`config.mk`:
```
export PLATFORM = sky130hd
export DESIGN_NAME = wb_regfile
export DESIGN_NICKNAME = d
export VERILOG_FILES = /design/src/rtl/y86_pkg.sv /design/src/rtl/wb_dst_decode.sv /design/src/rtl/wb_regfile.sv
export SDC_FILE = /design/constraint.sdc
export NUM_CORES = 2
export LEC_CHECK = 0
export CORE_MARGIN = 2
export CORE_UTILIZATION = 40
export CTS_CLUSTER_SIZE = 30
export DETAILED_ROUTE_END_ITERATION = 8
export HOLD_SLACK_MARGIN = 0.12
export PLACE_DENSITY_LB_ADDON = 0.3
export SYNTH_ARGS = -nofsm -noshare
export SYNTH_HDL_FRONTEND = slang
export SYNTH_HIERARCHICAL = 1
export SYNTH_SLANG_ARGS = --single-unit
```
`constraint.sdc`:
```
create_clock -name clk -period 65.4 [get_ports clk]
set_clock_uncertainty 0.1 [all_clocks]
set_input_delay 13.08 -clock clk [delete_from_list [all_inputs] [get_ports clk]]
set_output_delay 13.08 -clock clk [all_outputs]
set_load 0.03 [all_outputs]
```
`src/rtl/y86_pkg.sv`:
```
// Shared Y86-64 encodings: instruction codes, status codes and register ids.
package y86_pkg;

  localparam logic [3:0] IHALT   = 4'h0;
  localparam logic [3:0] INOP    = 4'h1;
  localparam logic [3:0] IRRMOVQ = 4'h2;
  localparam logic [3:0] IIRMOVQ = 4'h3;
  localparam logic [3:0] IRMMOVQ = 4'h4;
  localparam logic [3:0] IMRMOVQ = 4'h5;
  localparam logic [3:0] IOPQ    = 4'h6;
  localparam logic [3:0] IJXX    = 4'h7;
  localparam logic [3:0] ICALL   = 4'h8;
  localparam logic [3:0] IRET    = 4'h9;
  localparam logic [3:0] IPUSHQ  = 4'hA;
  localparam logic [3:0] IPOPQ   = 4'hB;

  localparam logic [2:0] SBUB = 3'd0;
  localparam logic [2:0] SAOK = 3'd1;
  localparam logic [2:0] SHLT = 3'd2;
  localparam logic [2:0] SADR = 3'd3;
  localparam logic [2:0] SINS = 3'd4;

  localparam logic [3:0] RNONE = 4'hF;
  localparam logic [3:0] RRSP  = 4'h4;

  localparam int unsigned NREGS = 15;

  // Statuses that stop the machine once they retire.
  function automatic logic is_fault(input logic [2:0] stat);
    return (stat == SHLT) || (stat == SADR) || (stat == SINS);
  endfunction

endpackage

```
`src/rtl/wb_dst_decode.sv`:
```
// Combinational writeback destination decode (dstE / dstM) from W-stage fields.
module wb_dst_decode
  import y86_pkg::*;
(
  input  logic [3:0] icode,
  input  logic [3:0] ra,
  input  logic [3:0] rb,
  input  logic       cnd,
  output logic [3:0] dst_e,
  output logic [3:0] dst_m
);

  always_comb begin
    dst_e = RNONE;
    case (icode)
      IRRMOVQ:                     dst_e = cnd ? rb : RNONE;
      IIRMOVQ, IOPQ:               dst_e = rb;
      ICALL, IRET, IPUSHQ, IPOPQ:  dst_e = RRSP;
      IHALT, INOP, IRMMOVQ, IJXX:  dst_e = RNONE;
      default:                     dst_e = RNONE;
    endcase
  end

  always_comb begin
    dst_m = RNONE;
    case (icode)
      IMRMOVQ, IPOPQ: dst_m = ra;
      default:        dst_m = RNONE;
    endcase
  end

endmodule

```
`src/rtl/wb_regfile.sv`:
```
// Y86-64 writeback stage: program register file, sticky fault status and
// retired-instruction counter.
module wb_regfile
  import y86_pkg::*;
#(
  parameter logic [63:0] RSP_RESET = 64'h0,
  parameter int unsigned CNT_W     = 64
) (
  input  logic             clk,
  input  logic             rst,
  input  logic [2:0]       w_stat,
  input  logic [3:0]       w_icode,
  input  logic [3:0]       w_rA,
  input  logic [3:0]       w_rB,
  input  logic             w_cnd,
  input  logic [63:0]      w_valE,
  input  logic [63:0]      w_valM,
  input  logic [3:0]       d_srcA,
  input  logic [3:0]       d_srcB,
  output logic [63:0]      d_rvalA,
  output logic [63:0]      d_rvalB,
  output logic [3:0]       w_dstE,
  output logic [3:0]       w_dstM,
  output logic [2:0]       cpu_stat,
  output logic             halted,
  output logic [CNT_W-1:0] instret
);

  logic [63:0]      regs [NREGS];
  logic             halted_q;
  logic [2:0]       fault_q;
  logic [CNT_W-1:0] instret_q;
  logic             wen;

  wb_dst_decode u_dst_decode (
    .icode (w_icode),
    .ra    (w_rA),
    .rb    (w_rB),
    .cnd   (w_cnd),
    .dst_e (w_dstE),
    .dst_m (w_dstM)
  );

  assign wen = !halted_q && (w_stat == SAOK);

  // No write-through: decode forwarding covers same-cycle writes.
  assign d_rvalA = (d_srcA == RNONE) ? 64'h0 : regs[d_srcA];
  assign d_rvalB = (d_srcB == RNONE) ? 64'h0 : regs[d_srcB];

  // valM takes priority over valE when both target the same register (popq %rsp).
  always_ff @(posedge clk or posedge rst) begin
    if (rst) begin
      for (int i = 0; i < NREGS; i++) begin
        regs[i] <= (i == int'(RRSP)) ? RSP_RESET : 64'h0;
      end
    end else if (wen) begin
      for (int i = 0; i < NREGS; i++) begin
        if (w_dstM == 4'(i)) begin
          regs[i] <= w_valM;
        end else if (w_dstE == 4'(i)) begin
          regs[i] <= w_valE;
        end
      end
    end
  end

  always_ff @(posedge clk or posedge rst) begin
    if (rst) begin
      halted_q  <= 1'b0;
      fault_q   <= SAOK;
      instret_q <= '0;
    end else begin
      if (!halted_q && is_fault(w_stat)) begin
        halted_q <= 1'b1;
        fault_q  <= w_stat;
      end
      if (wen) begin
        instret_q <= instret_q + CNT_W'(1);
      end
    end
  end

  always_comb begin
    cpu_stat = w_stat;
    if (halted_q) begin
      cpu_stat = fault_q;
    end else if (w_stat == SBUB) begin
      cpu_stat = SAOK;
    end
  end

  assign halted  = halted_q;
  assign instret = instret_q;

endmodule

```
==> metrics.csv <==
stage;metric;value;unit
global_route;number_of_antenna_violations_at_the_first_check_in_global_routing;27;
logic_synthesis;yosys_warnings;6;
flow_run;maxCapViolations;0;
worst_setup_path;worst_r2r_path_depth;6;
drt;drt-initial-drc-count;5104;
floorplan;core-area;154000;um^2
logic_synthesis;synth_top_cell_area_share;41.45;%
drt;finalWirelength;225100;um
floorplan;rows;144;
logic_synthesis;syn-num-nets;5896;
logic_synthesis;netlist_area;62000;um^2
worst_setup_path;worstSetupPathType;in -> out;
drt;count_of_unresolved_drc_violations_after_routing;0;
global_route;global_route.usage.total;28.16;%
drt;first_pass_iters;8;
worst_setup_path;timing.critical_path.to_type;output port;
floorplan;die_height;397.7;um
floorplan;floorplan.initialDensity;40.25;%
logic_synthesis;synth-main-ff-cell;sky130_fd_sc_hd__dfrtp_1;
drt;met1_wire_length;92740;um
finish;growth_of_design_area_from_synthesis_to_finish;14.75;%
sta;fmax;32.96;MHz
logic_synthesis;synth-async-reset-ratio;100.0;%
place;hpwl;126700;um
logic_synthesis;synth_edf_count;0;
sta;report.final.setup_viol;0;
place;buffer_ports.inserted;357;
sta;maxSlewViolCount;0;
sta;timing.max_slew.rel_slack;20.33;%
finish;finish.utilization;46.18;%
sta;setup-tns-final;0;ps
drt;routed-wl-met2;103800;um
clocking;path_clk_slew;60;ps
drt;antenna_left;0;
finish;post_route_cells_drive_above_1_share;15.07;%
worst_setup_path;timing.critical_path.from_type;input pin;
drt;wirelength_per_cell;28.55;um
clocking;clock_tree.root_cell;sky130_fd_sc_hd__clkbuf_16;
finish;n_fill_cell;14080;
global_route;first_pass_grt_wire_length;331500;um
logic_synthesis;synth_commonest_cells;sky130_fd_sc_hd__mux2i_1, sky130_fd_sc_hd__dfrtp_1, sky130_fd_sc_hd__nand2_1;
global_route;grt_max_degree;169;
logic_synthesis;cell_type_contributing_the_most_total_cell_area_after_synthesis;sky130_fd_sc_hd__dfrtp_1;
clocking;post-cts-setup-buffers;0;
global_route;remaining_global_route_overflow;0;
drt;top_signal_layer_used;met5;
logic_synthesis;syn-mean-instance-area;10.80;um^2
sta;timing.final.crit_period;30340;ps
min_path;min_path_type;reg -> reg;
floorplan;die-width;397.7;um
floorplan;fp.dieArea;158200;um^2
power_and_ir_drop;power.ir.vdd_worst;0.02687;mV
place;routabilityCongestion;0.8389;
sta;rsz0062_at_grt;false;
logic_synthesis;yosysUniqueCellTypes;43;
worst_setup_path;arrival_time_of_data_at_the_critical_path_endpoint;17160;ps
place;dpl_worst_slack;35060;ps
sta;timing_hold_violations_final;0;
run_status;result_of_the_run;complete, no violations;
clocking;clk-insertion-delay-late;770;ps
clocking;cts_inserted_buffers;120;
clocking;cts_resized;0;
sta;final_critical_path_setup_slack;35060;ps
logic_synthesis;synth_seq_area_share;41.49;%
logic_synthesis;synth_cells;5741;
clocking;clkSinkCount;1028;
clocking;cts_buffer_depth;3;
global_route;vias_in_the_first_global_route;47750;
worst_setup_path;critPathMaxFanout;57;
finish;final_nets;5876;
drt;vias;48440;
worst_setup_path;crit_required;52220;ps
clocking;htree_num_levels;3;
finish;layout.cells.non_filler;7883;
drt;drt-vias-per-instance;6.145;
logic_synthesis;synth.ff_latch_count;1028;
logic_synthesis;synth_area_leaders;sky130_fd_sc_hd__dfrtp_1, sky130_fd_sc_hd__mux4_2, sky130_fd_sc_hd__mux2i_1;
power_and_ir_drop;p_per_area;21.41;nW/um^2
drt;wl_met3;18980;um
power_and_ir_drop;fin_total_pwr;1.523;mW
sta;share_of_the_clock_period_used_by_the_worst_path;46.39;%
min_path;timing.hold.worst_path_depth;1;
clocking;cts_hold_buf;0;
sta;worst_pin_slew;1195;ps
place;placed_cells_incl_taps;7643;
floorplan;top_ports;358;
logic_synthesis;synth.most_common_cell;sky130_fd_sc_hd__mux2i_1;
clocking;cts_tree;yes;
power_and_ir_drop;leakagePower;29.25;nW
-- sequential cells by signal (all words and copies together) (netlist names) --
register  flops
fault_q       3
instret      64
halted        1
regs        960
-- worst paths after layout --
| kind | start | to | slack [ps] |
|---|---|---|---|
| setup / recovery | d_srcB[0] | d_rvalB[1] | 35060 |
| hold / removal | instret[63]$_DFFE_PP0P_ | instret[63]$_DFFE_PP0P_ | 370 |
| setup reg to reg | halted$_DFFE_PP0P_ | regs[91]$_DFFE_PP0P_ | 61230 |
| hold reg to reg | instret[63]$_DFFE_PP0P_ | instret[63]$_DFFE_PP0P_ | 370 |
| max in group asynchronous | rst | regs[536]$_DFFE_PP0P_ | 48420 |
| min in group asynchronous | rst | regs[569]$_DFFE_PP0P_ | 12760 |
-- cells by family (layout without fill, tap and decap cells) --
kind of cell	count (synthesis)	after routing	synth area share, %
simple gates	1312	1312	8.534
flops	1028	1028	41.49
fa+ha+maj	1	1	0.02018
xor+xnor	63	63	0.8900
compound gates	1122	1122	9.077
buf+inv	614	698	3.804
other cells	0	14	0
mux	1601	1601	36.18
-- metrics by stage --
stage,cell area (um^2),hold WS (ps)
floorplan,62000,360.9
global placement,66930,360.3
detailed placement,66930,363.7
CTS,71110,372.0
global route,71130,386.1
finish,71140,370.5
-- cell type report --
type | count | area, um^2 | share of cell area [%]
timing repair buffer | 466 | 4434 | 6.233
tap | 2044 | 2557 | 3.595
clock inverter | 43 | 533.0 | 0.7492
clock buffer | 183 | 3643 | 5.121
antenna | 14 | 35.03 | 0.04924
inverter | 6 | 30.03 | 0.04221
multi-input combinational | 4099 | 34190 | 48.05
sequential | 1028 | 25730 | 36.16
-- layout by cell type (no fill, tap or decap), types with 3 or more instances in the layout --
cell type                         synthesis  layout
sky130_fd_sc_hd__xnor2_1                 44      44
sky130_fd_sc_hd__bufinv_16                0      10
sky130_fd_sc_hd__and3_1                   5       5
sky130_fd_sc_hd__clkbuf_16                0     123
sky130_fd_sc_hd__clkdlybuf4s50_1          0     349
sky130_fd_sc_hd__xor2_1                  19      19
sky130_fd_sc_hd__and4_1                   3       3
sky130_fd_sc_hd__clkbuf_8                 0      34
sky130_fd_sc_hd__nor2_1                 293     289
sky130_fd_sc_hd__nand3_1                 27      27
sky130_fd_sc_hd__nor2_4                   0       4
sky130_fd_sc_hd__nand2b_1                 9       9
sky130_fd_sc_hd__nor3_2                   0       6
sky130_fd_sc_hd__inv_6                    0       3
sky130_fd_sc_hd__nand4_1                 28      28
sky130_fd_sc_hd__or2_4                    0       4
sky130_fd_sc_hd__inv_1                    6       5
sky130_fd_sc_hd__mux4_2                 512     512
sky130_fd_sc_hd__o21ai_4                  0      11
sky130_fd_sc_hd__nand2_1                877     877
sky130_fd_sc_hd__a21oi_4                  0       4
sky130_fd_sc_hd__o211ai_1                 3       3
sky130_fd_sc_hd__mux2i_1               1088    1088
sky130_fd_sc_hd__diode_2                  0      14
sky130_fd_sc_hd__nor2b_1                  9       7
sky130_fd_sc_hd__clkbuf_1               452      26
sky130_fd_sc_hd__clkinvlp_4               0       5
sky130_fd_sc_hd__buf_8                    1       4
sky130_fd_sc_hd__nor4_1                   9       8
sky130_fd_sc_hd__or2_2                   10       6
sky130_fd_sc_hd__o21ai_0                851     842
sky130_fd_sc_hd__nor3_1                  27      21
sky130_fd_sc_hd__dfrtp_1               1027    1027
sky130_fd_sc_hd__clkinv_2                 0      22
sky130_fd_sc_hd__buf_4                    0     109
sky130_fd_sc_hd__a21oi_1                264     260
-- layer usage --
layer / GRT usage (%) / vias to the layer above
li1: - / 20800
met1: 38.30 / 24830
met3: 5.764 / 525
met4: 11.52 / 16
met5: 0 / -
met2: 44.00 / 2269
-- where the power goes --
group / internal, mW / leakage, nW / switching [mW]
Clock: 0.422 / 2.06 / 0.293
Combinational: 0.0561 / 12.9 / 0.0939
Sequential: 0.648 / 14.3 / 0.0102
-- worst max-delay path, stage by stage --
cell,delay (ps)
sky130_fd_sc_hd__buf_8,420
sky130_fd_sc_hd__buf_4,850
sky130_fd_sc_hd__buf_4,900
sky130_fd_sc_hd__mux4_2,610
sky130_fd_sc_hd__mux4_2,560
sky130_fd_sc_hd__clkdlybuf4s50_1,640
(Power assumes the default switching activity.)
